==> config.mk <==
export PLATFORM = sky130hd
export DESIGN_NAME = lcd_char_driver
export DESIGN_NICKNAME = d
export VERILOG_FILES = /design/src/rtl/lcd_char_driver.sv
export SDC_FILE = /design/constraint.sdc
export NUM_CORES = 1
export LEC_CHECK = 0
export CAP_MARGIN = 10
export CORE_MARGIN = 10
export CORE_UTILIZATION = 63
export CTS_CLUSTER_DIAMETER = 40
export CTS_CLUSTER_SIZE = 14
export DETAILED_ROUTE_END_ITERATION = 10
export DONT_BUFFER_PORTS = 1
export MAX_ROUTING_LAYER = met4
export PLACE_DENSITY_LB_ADDON = 0.3
export SLEW_MARGIN = 20
export SYNTH_ARGS = -nofsm -noshare
export SYNTH_HDL_FRONTEND = slang
export SYNTH_SLANG_ARGS = --single-unit
==> constraint.sdc <==
create_clock -name clk -period 3.2 [get_ports clk]
set_input_delay 0.64 -clock clk [delete_from_list [all_inputs] [get_ports clk]]
set_output_delay 0.64 -clock clk [all_outputs]
set_load 0.005 [all_outputs]
==> src/rtl/lcd_char_driver.sv <==
`default_nettype none
// ============================================================================
// Module   : lcd_char_driver
// Purpose  : HD44780-compatible 16x2 character LCD driver, 8-bit write-only
//            bus. Runs the power-on initialisation by itself, then accepts
//            one character or command per send/ready handshake. Tracks the
//            cursor column and inserts line-change commands at line ends.
// Revision : 1.0 - initial release
// ----------------------------------------------------------------------------
// Ports
//   clk        in   1  system clock
//   rst_n      in   1  asynchronous active-low reset
//   char_in    in   8  character code, or command byte when is_cmd=1
//   is_cmd     in   1  1 = command write (RS=0), 0 = data write (RS=1)
//   send       in   1  write request, sampled only while ready=1
//   ready      out  1  driver idle and able to accept a send
//   init_done  out  1  initialisation finished (sticky until reset)
//   lcd_data   out  8  LCD data bus
//   lcd_rs     out  1  LCD register select
//   lcd_rw     out  1  LCD read/write, always write
//   lcd_e      out  1  LCD enable strobe
// ============================================================================
module lcd_char_driver #(
   parameter int CLK_HZ         = 50_000_000,
   parameter int POWERON_US     = 20000,
   parameter int CMD_US         = 50,
   parameter int CLEAR_US       = 2000,
   parameter int SETUP_CYCLES   = 4,
   parameter int E_PULSE_CYCLES = 25,
   parameter int AUTO_WRAP      = 1
) (
   input  logic       clk,
   input  logic       rst_n,
   input  logic [7:0] char_in,
   input  logic       is_cmd,
   input  logic       send,
   output logic       ready,
   output logic       init_done,
   output logic [7:0] lcd_data,
   output logic       lcd_rs,
   output logic       lcd_rw,
   output logic       lcd_e
);

   localparam int CYC_PER_US  = CLK_HZ / 1_000_000;
   localparam int POWERON_CYC = CYC_PER_US * POWERON_US;
   localparam int CMD_CYC     = CYC_PER_US * CMD_US;
   localparam int CLEAR_CYC   = CYC_PER_US * CLEAR_US;

   function automatic int max2(input int a, input int b);
      return (a > b) ? a : b;
   endfunction

   // One shared down-phase counter serves every timed state, so it is sized
   // for the longest of them.
   localparam int CNT_MAX = max2(max2(POWERON_CYC, CLEAR_CYC),
                                 max2(max2(CMD_CYC, SETUP_CYCLES), E_PULSE_CYCLES));
   localparam int CNT_W   = (CNT_MAX > 1) ? $clog2(CNT_MAX) : 1;

   localparam logic [CNT_W-1:0] POWERON_LAST = CNT_W'(POWERON_CYC - 1);
   localparam logic [CNT_W-1:0] CMD_LAST     = CNT_W'(CMD_CYC - 1);
   localparam logic [CNT_W-1:0] CLEAR_LAST   = CNT_W'(CLEAR_CYC - 1);
   localparam logic [CNT_W-1:0] SETUP_LAST   = CNT_W'(SETUP_CYCLES - 1);
   localparam logic [CNT_W-1:0] PULSE_LAST   = CNT_W'(E_PULSE_CYCLES - 1);

   localparam logic [2:0] INIT_LEN = 3'd7;

   typedef enum logic [2:0] {
      ST_POWERON = 3'd0,
      ST_INIT    = 3'd1,
      ST_IDLE    = 3'd2,
      ST_SETUP   = 3'd3,
      ST_PULSE   = 3'd4,
      ST_HOLD    = 3'd5,
      ST_WAIT    = 3'd6,
      ST_WRAP    = 3'd7
   } state_t;

   state_t           state;
   state_t           state_next;
   state_t           ret_state;    // where the write sub-sequence returns to
   logic [CNT_W-1:0] cnt;
   logic [2:0]       init_idx;
   logic [7:0]       byte_q;
   logic             rs_q;
   logic             long_wait;    // clear/home need the long post-write wait
   logic             e_q;
   logic             init_done_q;
   logic [5:0]       column;       // 0..15 line 1, 16..31 line 2, 32 transient

   // Write-request controls produced by the next-state logic
   logic             cnt_run;
   logic             load;
   logic [7:0]       load_byte;
   logic             load_rs;
   state_t           load_ret;
   logic             init_adv;
   logic             finish_init;
   logic             data_wraps;

   function automatic logic [7:0] init_rom(input logic [2:0] idx);
      logic [7:0] b;
      case (idx)
         3'd0, 3'd1, 3'd2, 3'd3: b = 8'h38;
         3'd4:                   b = 8'h0C;
         3'd5:                   b = 8'h01;
         3'd6:                   b = 8'h06;
         default:                b = 8'h00;
      endcase
      return b;
   endfunction

   // Cursor column after writing byte b with register select rs.
   function automatic logic [5:0] col_update(input logic [5:0] col,
                                             input logic [7:0] b,
                                             input logic       rs);
      logic [5:0] r;
      r = col;
      if (rs) begin
         if (AUTO_WRAP != 0) r = col + 6'd1;
         else                r = {1'b0, col[4:0] + 5'd1};
      end else if ((b == 8'h01) || (b == 8'h02)) begin
         r = 6'd0;
      end else if (b[7]) begin
         // Set-DDRAM-address: line 1 is 0x00..0x0F, line 2 is 0x40..0x4F
         if (b[6:4] == 3'b000)      r = {2'b00, b[3:0]};
         else if (b[6:4] == 3'b100) r = {2'b01, b[3:0]};
      end
      return r;
   endfunction

   // A data write from column 15 or 31 lands on a line end.
   assign data_wraps = (AUTO_WRAP != 0) && ((column == 6'd15) || (column == 6'd31));

   always_comb begin
      state_next  = state;
      cnt_run     = 1'b0;
      load        = 1'b0;
      load_byte   = 8'h00;
      load_rs     = 1'b0;
      load_ret    = ST_IDLE;
      init_adv    = 1'b0;
      finish_init = 1'b0;
      case (state)
         ST_POWERON: begin
            cnt_run = 1'b1;
            if (cnt == POWERON_LAST) state_next = ST_INIT;
         end
         ST_INIT: begin
            if (init_idx == INIT_LEN) begin
               finish_init = 1'b1;
               state_next  = ST_IDLE;
            end else begin
               load       = 1'b1;
               load_byte  = init_rom(init_idx);
               load_ret   = ST_INIT;
               init_adv   = 1'b1;
               state_next = ST_SETUP;
            end
         end
         ST_IDLE: begin
            if (send) begin
               load       = 1'b1;
               load_byte  = char_in;
               load_rs    = ~is_cmd;
               load_ret   = (!is_cmd && data_wraps) ? ST_WRAP : ST_IDLE;
               state_next = ST_SETUP;
            end
         end
         ST_SETUP: begin
            cnt_run = 1'b1;
            if (cnt == SETUP_LAST) state_next = ST_PULSE;
         end
         ST_PULSE: begin
            cnt_run = 1'b1;
            if (cnt == PULSE_LAST) state_next = ST_HOLD;
         end
         ST_HOLD: begin
            state_next = ST_WAIT;
         end
         ST_WAIT: begin
            cnt_run = 1'b1;
            if ((long_wait && (cnt == CLEAR_LAST)) || (!long_wait && (cnt == CMD_LAST)))
               state_next = ret_state;
         end
         ST_WRAP: begin
            // Column 32 means the second line just filled: go back to line 1.
            load       = 1'b1;
            load_byte  = (column == 6'd32) ? 8'h80 : 8'hC0;
            load_ret   = ST_IDLE;
            state_next = ST_SETUP;
         end
         default: begin
            state_next = ST_POWERON;
         end
      endcase
   end

   always_ff @(posedge clk or negedge rst_n) begin
      if (!rst_n) begin
         state       <= ST_POWERON;
         ret_state   <= ST_IDLE;
         cnt         <= '0;
         init_idx    <= 3'd0;
         byte_q      <= 8'h00;
         rs_q        <= 1'b0;
         long_wait   <= 1'b0;
         e_q         <= 1'b0;
         init_done_q <= 1'b0;
         column      <= 6'd0;
      end else begin
         state <= state_next;
         // Registered strobe: high exactly while the FSM sits in PULSE.
         e_q   <= (state_next == ST_PULSE);
         if (cnt_run && (state_next == state)) cnt <= cnt + CNT_W'(1);
         else                                  cnt <= '0;
         if (load) begin
            byte_q    <= load_byte;
            rs_q      <= load_rs;
            ret_state <= load_ret;
            long_wait <= !load_rs && ((load_byte == 8'h01) || (load_byte == 8'h02));
            column    <= col_update(column, load_byte, load_rs);
         end
         if (init_adv) init_idx <= init_idx + 3'd1;
         if (finish_init) begin
            init_done_q <= 1'b1;
            column      <= 6'd0;
         end
      end
   end

   assign ready     = (state == ST_IDLE);
   assign init_done = init_done_q;
   assign lcd_data  = byte_q;
   assign lcd_rs    = rs_q;
   assign lcd_rw    = 1'b0;
   assign lcd_e     = e_q;

endmodule
`default_nettype wire

## Word-level counts from Yosys, hierarchy flattened

Cells that the tools add are included.

| storage, ports and cells | value |
|---|---|
| register bits | 47 |
| bits in latches | 0 |
| bits in writable memories | 0 |
| memory bits (read-only) | 0 |
| memories | 0 |

| cells by class | value |
|---|---|
| $add $sub $neg | 3 |
| $mul | 0 |
| div/mod/pow operators | 0 |
| order comparisons | 0 |
| equality and inequality tests | 27 |
| shifts and indexed selects | 0 |
| multiplexer cells | 33 |
| bitwise operators | 1 |
| reductions and logical operators | 20 |

Operator list:

| kind | count |
|---|---|
| two-way mux 6 bit | 8 |
| equality test 3 bit, second input constant | 10 |
| one-hot mux 3 bit (8 select lines) | 1 |
| one-hot mux 6 bit (4 select lines) | 1 |
| one-hot mux 8 bit (3 select lines) | 1 |
| two-way mux 3 bit | 7 |
| adder 20 x 1 -> 20 bit, second input constant | 1 |
| equality test 20 x 12 -> 1 bit, second input constant | 1 |
| equality test 20 x 17 -> 1 bit, second input constant | 1 |
| equality test 20 x 2 -> 1 bit, second input constant | 1 |
| equality test 20 bit, second input constant | 1 |
| equality test 20 x 5 -> 1 bit, second input constant | 1 |
| two-way mux 20 bit | 1 |
| equality test 3 x 2 -> 1 bit, second input constant | 4 |
| zero test 3 bit | 3 |
| two-way mux 1 bit | 9 |
| equality test 8 x 1 -> 1 bit, second input constant | 1 |
| equality test 8 x 2 -> 1 bit, second input constant | 1 |
| two-way mux 8 bit | 1 |
| OR reduction 4 bit | 2 |
| two-way mux 7 bit | 1 |
| adder 6 x 1 -> 6 bit, second input constant | 1 |
| equality test 3 x 1 -> 1 bit, second input constant | 2 |
| equality test 6 x 4 -> 1 bit, second input constant | 1 |
| 15 further kinds | 23 |

## Depth between registers and ports, before layout

Gate-level depths: netlist of the first run.

| logic depth | value |
|---|---|
| word-level depth | 13 |
| mapped depth | 9 |
| depth with buffers taken out | 8 |

## Worst setup path after synthesis of the first run

Ideal clock, no wire load.

| timing | value |
|---|---|
| path kind | reg2reg |
| start | reg init_idx[0] |
| end | reg column[3] |
| library setup time | 0.129 ns |
| arrival time | 2.182 ns |
| data required time | 3.071 ns |
| setup slack | 0.888 ns |
| cell stages (with the launch flop) | 9 |
| path buffers | 0 |
| period minus slack after synthesis | 2.312 ns |
| cell sequence | dfrtp_1 ha_1 ha_1 nor4b_4 a22oi_1 nor3b_2 a311oi_2 or2_1 o21ai_1 |

| between the ends | value |
|---|---|
| word-level cells in the longest chain between the ends | 12 |

Ends and longest elaborated chain:

| element | RTL line | source |
|---|---|---|
| start, declared | 83 | `logic [2:0] init_idx;` |
| start signal, assigned | 224 | `if (init_adv) init_idx <= init_idx + 3'd1;` |
| equality test 3 x 1 -> 1 bit, or another cell as far along | 103 | `case (idx)` |
| OR reduction 4 bit | 103 |  |
| one-hot mux 6 bit (4 select lines) | 103 |  |
| two-way mux 6 bit | 150 | `if (init_idx == INIT_LEN) begin` |
| one-hot mux 8 bit (3 select lines) | 144 | `case (state)` |
| zero test 3 bit / two-way mux 6 bit (equally long branches) | 126, 127 |  |
| two-way mux 6 bit | 126 | `if (b[6:4] == 3'b000) r = {2'b00, b[3:0]};` |
| two-way mux 6 bit | 124 | `end else if (b[7]) begin` |
| two-way mux 6 bit | 122 | `end else if ((b == 8'h01) \|\| (b == 8'h02)) begin` |
| two-way mux 6 bit | 119 | `if (rs) begin` |
| two-way mux 6 bit | 217 | `if (load) begin` |
| two-way mux 6 bit | 225 | `if (finish_init) begin` |
| end signal, assigned | 222 | `column <= col_update(column, load_byte, load_rs);` |
| end, declared | 89 | `logic [5:0] column;` |

Parallel ways exist; a longest one is shown, timed or not. The select of a mux whose other input is x is not followed.
A chain may end at the register's enable or synchronous reset.

## Worst setup path in the final report of the first run

| timing | value |
|---|---|
| start | reg init_idx[0] |
| end | reg cnt[4] |

| between the ends | value |
|---|---|
| word-level cells in the longest chain between the ends | 6 |

Ends and longest elaborated chain:

| element | RTL line | source |
|---|---|---|
| equality test 3 bit | 150 |  |
| two-way mux 1 bit | 150 |  |
| one-hot mux 3 bit (8 select lines) | 144 |  |
| equality test 3 bit | 215 | `if (cnt_run && (state_next == state)) cnt <= cnt + CNT_W'(1);` |
| logical AND 1 bit | 215 |  |
| two-way mux 20 bit | 215 |  |
| end signal, assigned | 215 |  |
| end, declared | 82 | `logic [CNT_W-1:0] cnt;` |

Every way passes these cells.

==> flow_summary.json, run 1 <==
{
  "outcome": "completed",
  "yosysSeqAreaShare_pct": 42.0,
  "synthCells": 304,
  "crit_path_end_kind": "register",
  "fin_setup_tns_ps": 0,
  "register_area_mm2": 0.00118,
  "post-route-period-util_pct": 89.0,
  "critPathMaxStageDelay_ps": 790,
  "root_buffer": "clkbuf_8",
  "cp_max_fo": 12,
  "worstSetupStartpointType": "register",
  "maxCapViolCount": 0,
  "total_power_uw": 1050,
  "cts_tree": "yes",
  "grt-ovfl-total": 0,
  "relSlewSlack_pct": 34.3,
  "syn_area_per_cell_um2": 9.23,
  "ys.flop_type": "dfrtp_1",
  "clock_latency_ps": 300,
  "power_density_mw_per_mm2": 352,
  "diodes": 0,
  "fin_crit_ps": 2850,
  "drc": 0,
  "syn_area_mm2": 0.00281,
  "crit_arrival_ps": 3070,
  "synth-edff-count": 0,
  "antenna_found_initial": 0,
  "cts.htree.levels": 2,
  "multi_input_area_mm2": 0.00151,
  "synth.largest_area_cell": "dfrtp_1",
  "synth_common_cells": "46 x dfrtp_1, 35 x nor2_1, 28 x nand2_1",
  "postCtsSetupBuffers": 0,
  "yosysWarnings": 0,
  "max_freq_mhz": 351,
  "crit_top_cell": "ha_1",
  "synth_fp_nets": 325,
  "start_util_pct": 64.9,
  "hp-class": "in2async",
  "worst_pin_slew_ps": 985,
  "ir_drop_v": 0.000305,
  "clk_pin_slew_ps": 90,
  "path_class": "reg2reg",
  "setup_viol": 0,
  "pin_count": 25,
  "nNetsFinal": 326,
  "grt_max_degree": 48,
  "dpl.hpwl_mm": 4.44,
  "place_congestion": 0.865,
  "synth.area.top_cells": "dfrtp_1 41%, nor2_1 4.7%, ha_1 4.0%, nand2_1 3.7%, xor2_1 3.4%",
  "yosysMostFrequentCell": "dfrtp_1",
  "first_pass_iters": 4,
  "portBuffers": 0,
  "critPathRequiredTime_ps": 3420,
  "grt_pass1_wl_mm": 10.2,
  "cp_cell_sequence": "ha_1, ha_1, or3_1, o21ai_0, a21oi_1, nor3b_1, a31oi_1, buf_4, nor3_1",
  "slew_violations": 0,
  "die_x_um": 86.7,
  "clockBufferDepth": 2,
  "cts_made_buffers": 5,
  "critPathSlowestCell": "a21oi_1",
  "grt_pass1_vias": 2093,
  "core_mm2": 0.00432,
  "holdWs_ps": 22.4,
  "layout.cells.non_filler": 358,
  "skew_ps": 7.66,
  "ys_seq_elements": 47,
  "synth.top_cell.area_share_pct": 41.0,
  "fp.dieArea_mm2": 0.00752,
  "drive_gt1_share_pct": 8.17,
  "areaGrowthSynthToFinish_pct": 6.24,
  "fill_cells": 346,
  "p_leak_uw": 0.00132,
  "fp.dieH_um": 86.7,
  "drt_iter0_drc": 176,
  "cts_num_sinks": 47,
  "via_count": 2214,
  "rsz0062_at_grt": "false",
  "vias_per_cell": 6.18,
  "ys_types": 60,
  "antenna_left": 0,
  "finalHoldViolCount": 0,
  "routed_wl_mm": 6.10,
  "groute.usage.overall_pct": 17.1,
  "dp_cells": 348,
  "routedWlPerCell_um": 17.0,
  "postSynth.asyncResetShare_pct": 100,
  "rows": 24
}
-- routing by layer --
metal,global-route usage [%],wire (um)
met2,24.1,2670
met4,6.19,70
met5,-,0
met3,3.85,353
met1,23.5,3010
-- flip-flops by register name, indices dropped and copies added, names as in the netlist --
signal,cells
lcd_e,1
ret_state,3
init_idx,3
cnt,20
lcd_data,8
lcd_rs,1
init_done,1
column,6
long_wait,1
state,3
-- worst max-delay path: cells and delay by family, from the launching register on --
kind	cells	cell delay (ps)
compound gates	3	1030
simple gates	3	660
fa+ha+maj	2	480
flops	1	380
buf+inv	1	210
-- cell type report --
cell class	instances	area share [%]
multi-input cells	229	50.5
clock inverters	2	1.18
flip-flops and latches	47	39.5
well taps	52	2.18
clock buffers	6	2.77
repair buffers	7	1.93
inverters	15	1.89
-- repair_timing --
| action | CTS | global route |
|---|---|---|
| hold buffers | 0 | 2 |
| hold endpoints to repair | 0 | 9 |
| gates resized for setup | 0 | 0 |
-- layout by cell type, fill, tap and decap left out, drive strengths merged, types with 6 or more instances in the layout --
master  count
a21oi       6
a22oi       6
clkbuf      6
dfrtp      46
ha          9
inv        15
nand2      28
nand3      12
nand4      10
nor2       35
nor2b       8
nor3        8
o21ai      14
xnor2       7
xor2       11
-- power breakdown --
| group | leakage (uW) | switching, uW | internal [uW] | total [uW] |
|---|---|---|---|---|
| Sequential | 0.000607 | 0 | 593 | 593 |
| Clock | 0.0000612 | 196 | 253 | 449 |
| Combinational | 0.000656 | 4.13 | 3.68 | 7.81 |
-- final timing paths --
check | endpoint | slack, ps | cells past startpoint | start
worst min register to register | cnt[0] | 490 | 1 | cnt[0]
max in group asynchronous | lcd_data[4] | 2230 | 1 | rst_n
worst min-delay path | ret_state[2] | 20 | 0 | rst_n
worst max-delay path | cnt[4] | 350 | 9 | init_idx[0]
min in group clk | lcd_data[4] | 480 | 2 | char_in[4]
worst max register to register | cnt[4] | 350 | 9 | init_idx[0]
-- through the flow --
step                utilization, %  setup slack (ps)  area, um^2
finish                        68.9               351        2980
detailed placement            65.7               406        2840
CTS                           68.5               349        2960
global placement              65.7               507        2840
global route                  68.9               158        2980
floorplan                        -               888        2810
-- logic make-up after synthesis --
logic type	count (synthesis)	synth area share, %
other cells	1	0.134
fa+ha+maj	9	4.01
flops	47	42.0
mux	1	0.357
compound gates	52	13.4
simple gates	148	30.2
xor+xnor	18	5.62
buf+inv	28	4.33
Power figures use the tool's default switching activity.
==> inputs of run 2 (changes only) <==
--- a/config.mk
+++ b/config.mk
@@ -5,6 +5,7 @@
 export SDC_FILE = /design/constraint.sdc
 export NUM_CORES = 1
 export LEC_CHECK = 0
+export ABC_AREA = 0
 export CAP_MARGIN = 10
 export CORE_MARGIN = 10
 export CORE_UTILIZATION = 63
@@ -18,3 +19,4 @@
 export SYNTH_ARGS = -nofsm -noshare
 export SYNTH_HDL_FRONTEND = slang
 export SYNTH_SLANG_ARGS = --single-unit
+export TNS_END_PERCENT = 30
==> results of run 2 <==
The final DEF is identical to that of run 1; final timing and power are the same.
==> inputs of run 3 (changes only) <==
--- a/config.mk
+++ b/config.mk
@@ -5,10 +5,10 @@
 export SDC_FILE = /design/constraint.sdc
 export NUM_CORES = 1
 export LEC_CHECK = 0
-export ABC_AREA = 0
+export ABC_AREA = 1
 export CAP_MARGIN = 10
 export CORE_MARGIN = 10
-export CORE_UTILIZATION = 63
+export CORE_UTILIZATION = 64
 export CTS_CLUSTER_DIAMETER = 40
 export CTS_CLUSTER_SIZE = 14
 export DETAILED_ROUTE_END_ITERATION = 10
==> constraint.sdc (replaced) <==
create_clock -name clk -period 2.65 [get_ports clk]
set_input_delay 0.53 -clock clk [delete_from_list [all_inputs] [get_ports clk]]
set_output_delay 0.53 -clock clk [all_outputs]
set_load 0.005 [all_outputs]
==> flow_summary.json, run 3 <==
{
  "cts_num_sinks": 47,
  "synth.area.top_cells": "dfrtp_1 38%, nand2_1 13%, nor3_2 6.9%, nor2_1 6.6%, xor2_1 5.4%",
  "synth_fp_nets": 418,
  "setup_viol": 0,
  "postPlaceCellArea_mm2": 0.00312,
  "final_cell_mix": "107 x nand2_1, 54 x nor2_1, 46 x dfrtp_1, 37 x inv_1, 28 x nand3_1",
  "areaGrowthSynthToFinish_pct": 5.75,
  "drt_iter0_drc": 168,
  "rsz0062_at_grt": "false",
  "ys.flop_type": "dfrtp_1",
  "groute.usage.overall_pct": 19.4,
  "fin_crit_ps": 2150,
  "diodes": 0,
  "via_count": 2512,
  "register_area_mm2": 0.00118,
  "max_freq_mhz": 465,
  "grt-ovfl-total": 0,
  "synth_common_cells": "107 x nand2_1, 54 x nor2_1, 46 x dfrtp_1",
  "path_class": "reg2reg",
  "p_leak_uw": 0.00156,
  "place_congestion": 0.951,
  "power_density_mw_per_mm2": 371,
  "hp-class": "in2async",
  "portBuffers": 0,
  "crit_path_end_kind": "register",
  "fin_area_mm2": 0.00324,
  "yosysSeqAreaShare_pct": 38.4,
  "core_mm2": 0.00469,
  "fp.dieArea_mm2": 0.00796,
  "top_register": "cnt",
  "clk_pin_slew_ps": 80,
  "ys_types": 39,
  "critPathRequiredTime_ps": 2840,
  "drive_gt1_share_pct": 15.5,
  "nNetsFinal": 421,
  "synthCells": 397,
  "clockBufferDepth": 2,
  "crit_arrival_ps": 2340,
  "multi_input_area_mm2": 0.00167,
  "antenna_found_initial": 0,
  "maxCapViolCount": 0,
  "vias_per_cell": 5.52,
  "routedWlPerCell_um": 14.6,
  "synth.largest_area_cell": "dfrtp_1",
  "syn_area_per_cell_um2": 7.73,
  "yosysWarnings": 0,
  "fill_cells": 378,
  "yosysMostFrequentCell": "nand2_1",
  "postCtsSetupBuffers": 0,
  "post-route-period-util_pct": 81.1,
  "synth.top_cell.area_share_pct": 37.5,
  "worstSetupStartpointType": "register",
  "ys_seq_elements": 47,
  "dpl.hpwl_mm": 5.21,
  "cts_made_buffers": 5,
  "cp_max_fo": 6,
  "cts.htree.levels": 2,
  "fp.dieH_um": 89.2,
  "syn_area_mm2": 0.00307,
  "fin_setup_tns_ps": 0,
  "largest_reg_flops": 20,
  "slew_violations": 0,
  "rows": 25,
  "start_util_pct": 65.4,
  "grt_pass1_vias": 2617,
  "root_buffer": "clkbuf_8",
  "antenna_left": 0,
  "layout_commonest_cell": "nand2_1",
  "cts_tree": "yes",
  "synth-edff-count": 0,
  "pin_count": 25,
  "routed_wl_mm": 6.64,
  "outcome": "completed",
  "first_pass_iters": 5,
  "finalHoldViolCount": 0,
  "ir_drop_v": 0.000262,
  "grt_pass1_wl_mm": 11.8,
  "clock_latency_ps": 300,
  "postSynth.asyncResetShare_pct": 100,
  "skew_ps": 5.88,
  "die_x_um": 89.2,
  "drc": 0,
  "grt_max_degree": 47
}
run 3: layout make-up:
type	count	area share, %
multi-input combinational	299	51.4
sequential	47	36.3
inverter	42	4.94
clock buffer	8	3.09
timing repair buffer	5	2.16
tap	54	2.08
run 3: repair_timing:
| item | in CTS | in global routing |
|---|---|---|
| resized for setup | 0 | 0 |
| hold buffers | 1 | 0 |
| endpoints found under the hold margin | 46 | 0 |
run 3: per-stage QoR:
| stage | hold slack [ps] | utilization (%) | power [uW] | cells | setup slack [ps] |
|---|---|---|---|---|---|
| final | 60.0 | 69.1 | 1200 | 455 | 500 |
| after global placement | 236 | 66.4 | 733 | 446 | 569 |
| after global routing | 43.5 | 69.1 | 1250 | 455 | 299 |
| after floorplan | 234 | - | 734 | 397 | 769 |
| after CTS | 53.3 | 69.1 | 1220 | 455 | 497 |
| after detailed placement | 237 | 66.4 | 733 | 446 | 510 |
run 3: worst max-delay path, stage by stage (launching register included):
cell and delay [ps]:
dfrtp_1 410, ha_1 210, ha_1 220, inv_1 100, nand4_2 170, o21bai_1 240
nand2_1 80, nand2_1 90, nand3_2 130, nand3b_2 150, nand2_2 110, nand2_1 80
nand2_1 50
run 3: metal layers:
layer  global-route usage (%)  part of all wire [%]  up-vias
met5                        -                     0        -
met4                     6.79                   2.2        0
met3                     4.10                   5.0       14
met2                     33.9                    52       65
met1                     21.2                    41     1174
li1                         -                     -     1259
run 3: kinds of logic (layout without fill, tap and decap cells):
| logic type | after synthesis | after routing | synth area share (%) |
|---|---|---|---|
| AO/OA/AOI/OAI | 18 | 18 | 3.63 |
| XOR/XNOR | 22 | 22 | 6.28 |
| adder cells (fa/ha/maj) | 9 | 9 | 3.67 |
| buffers and inverters | 51 | 55 | 7.22 |
| flip-flops | 47 | 47 | 38.4 |
| other | 1 | 1 | 0.122 |
| AND/OR/NAND/NOR | 249 | 249 | 40.7 |
run 3: worst paths after layout:
| path | from | endpoint | slack (ps) | cells after the start |
|---|---|---|---|---|
| max | init_idx[0] | column[3] | 500 | 12 |
| min in group clk | char_in[7] | lcd_data[7] | 380 | 2 |
| min | rst_n | ret_state[1] | 60 | 0 |
| max reg2reg | init_idx[0] | column[3] | 500 | 12 |
| max in group asynchronous | rst_n | init_done | 2380 | 1 |
| min reg2reg | long_wait | long_wait | 500 | 2 |
run 3: power breakdown:
group	switching, uW	total, uW	leakage, uW	internal (uW)
Clock	230	468	0.0000515	238
Sequential	0	716	0.000607	716
Combinational	14.3	19.3	0.000899	5.07
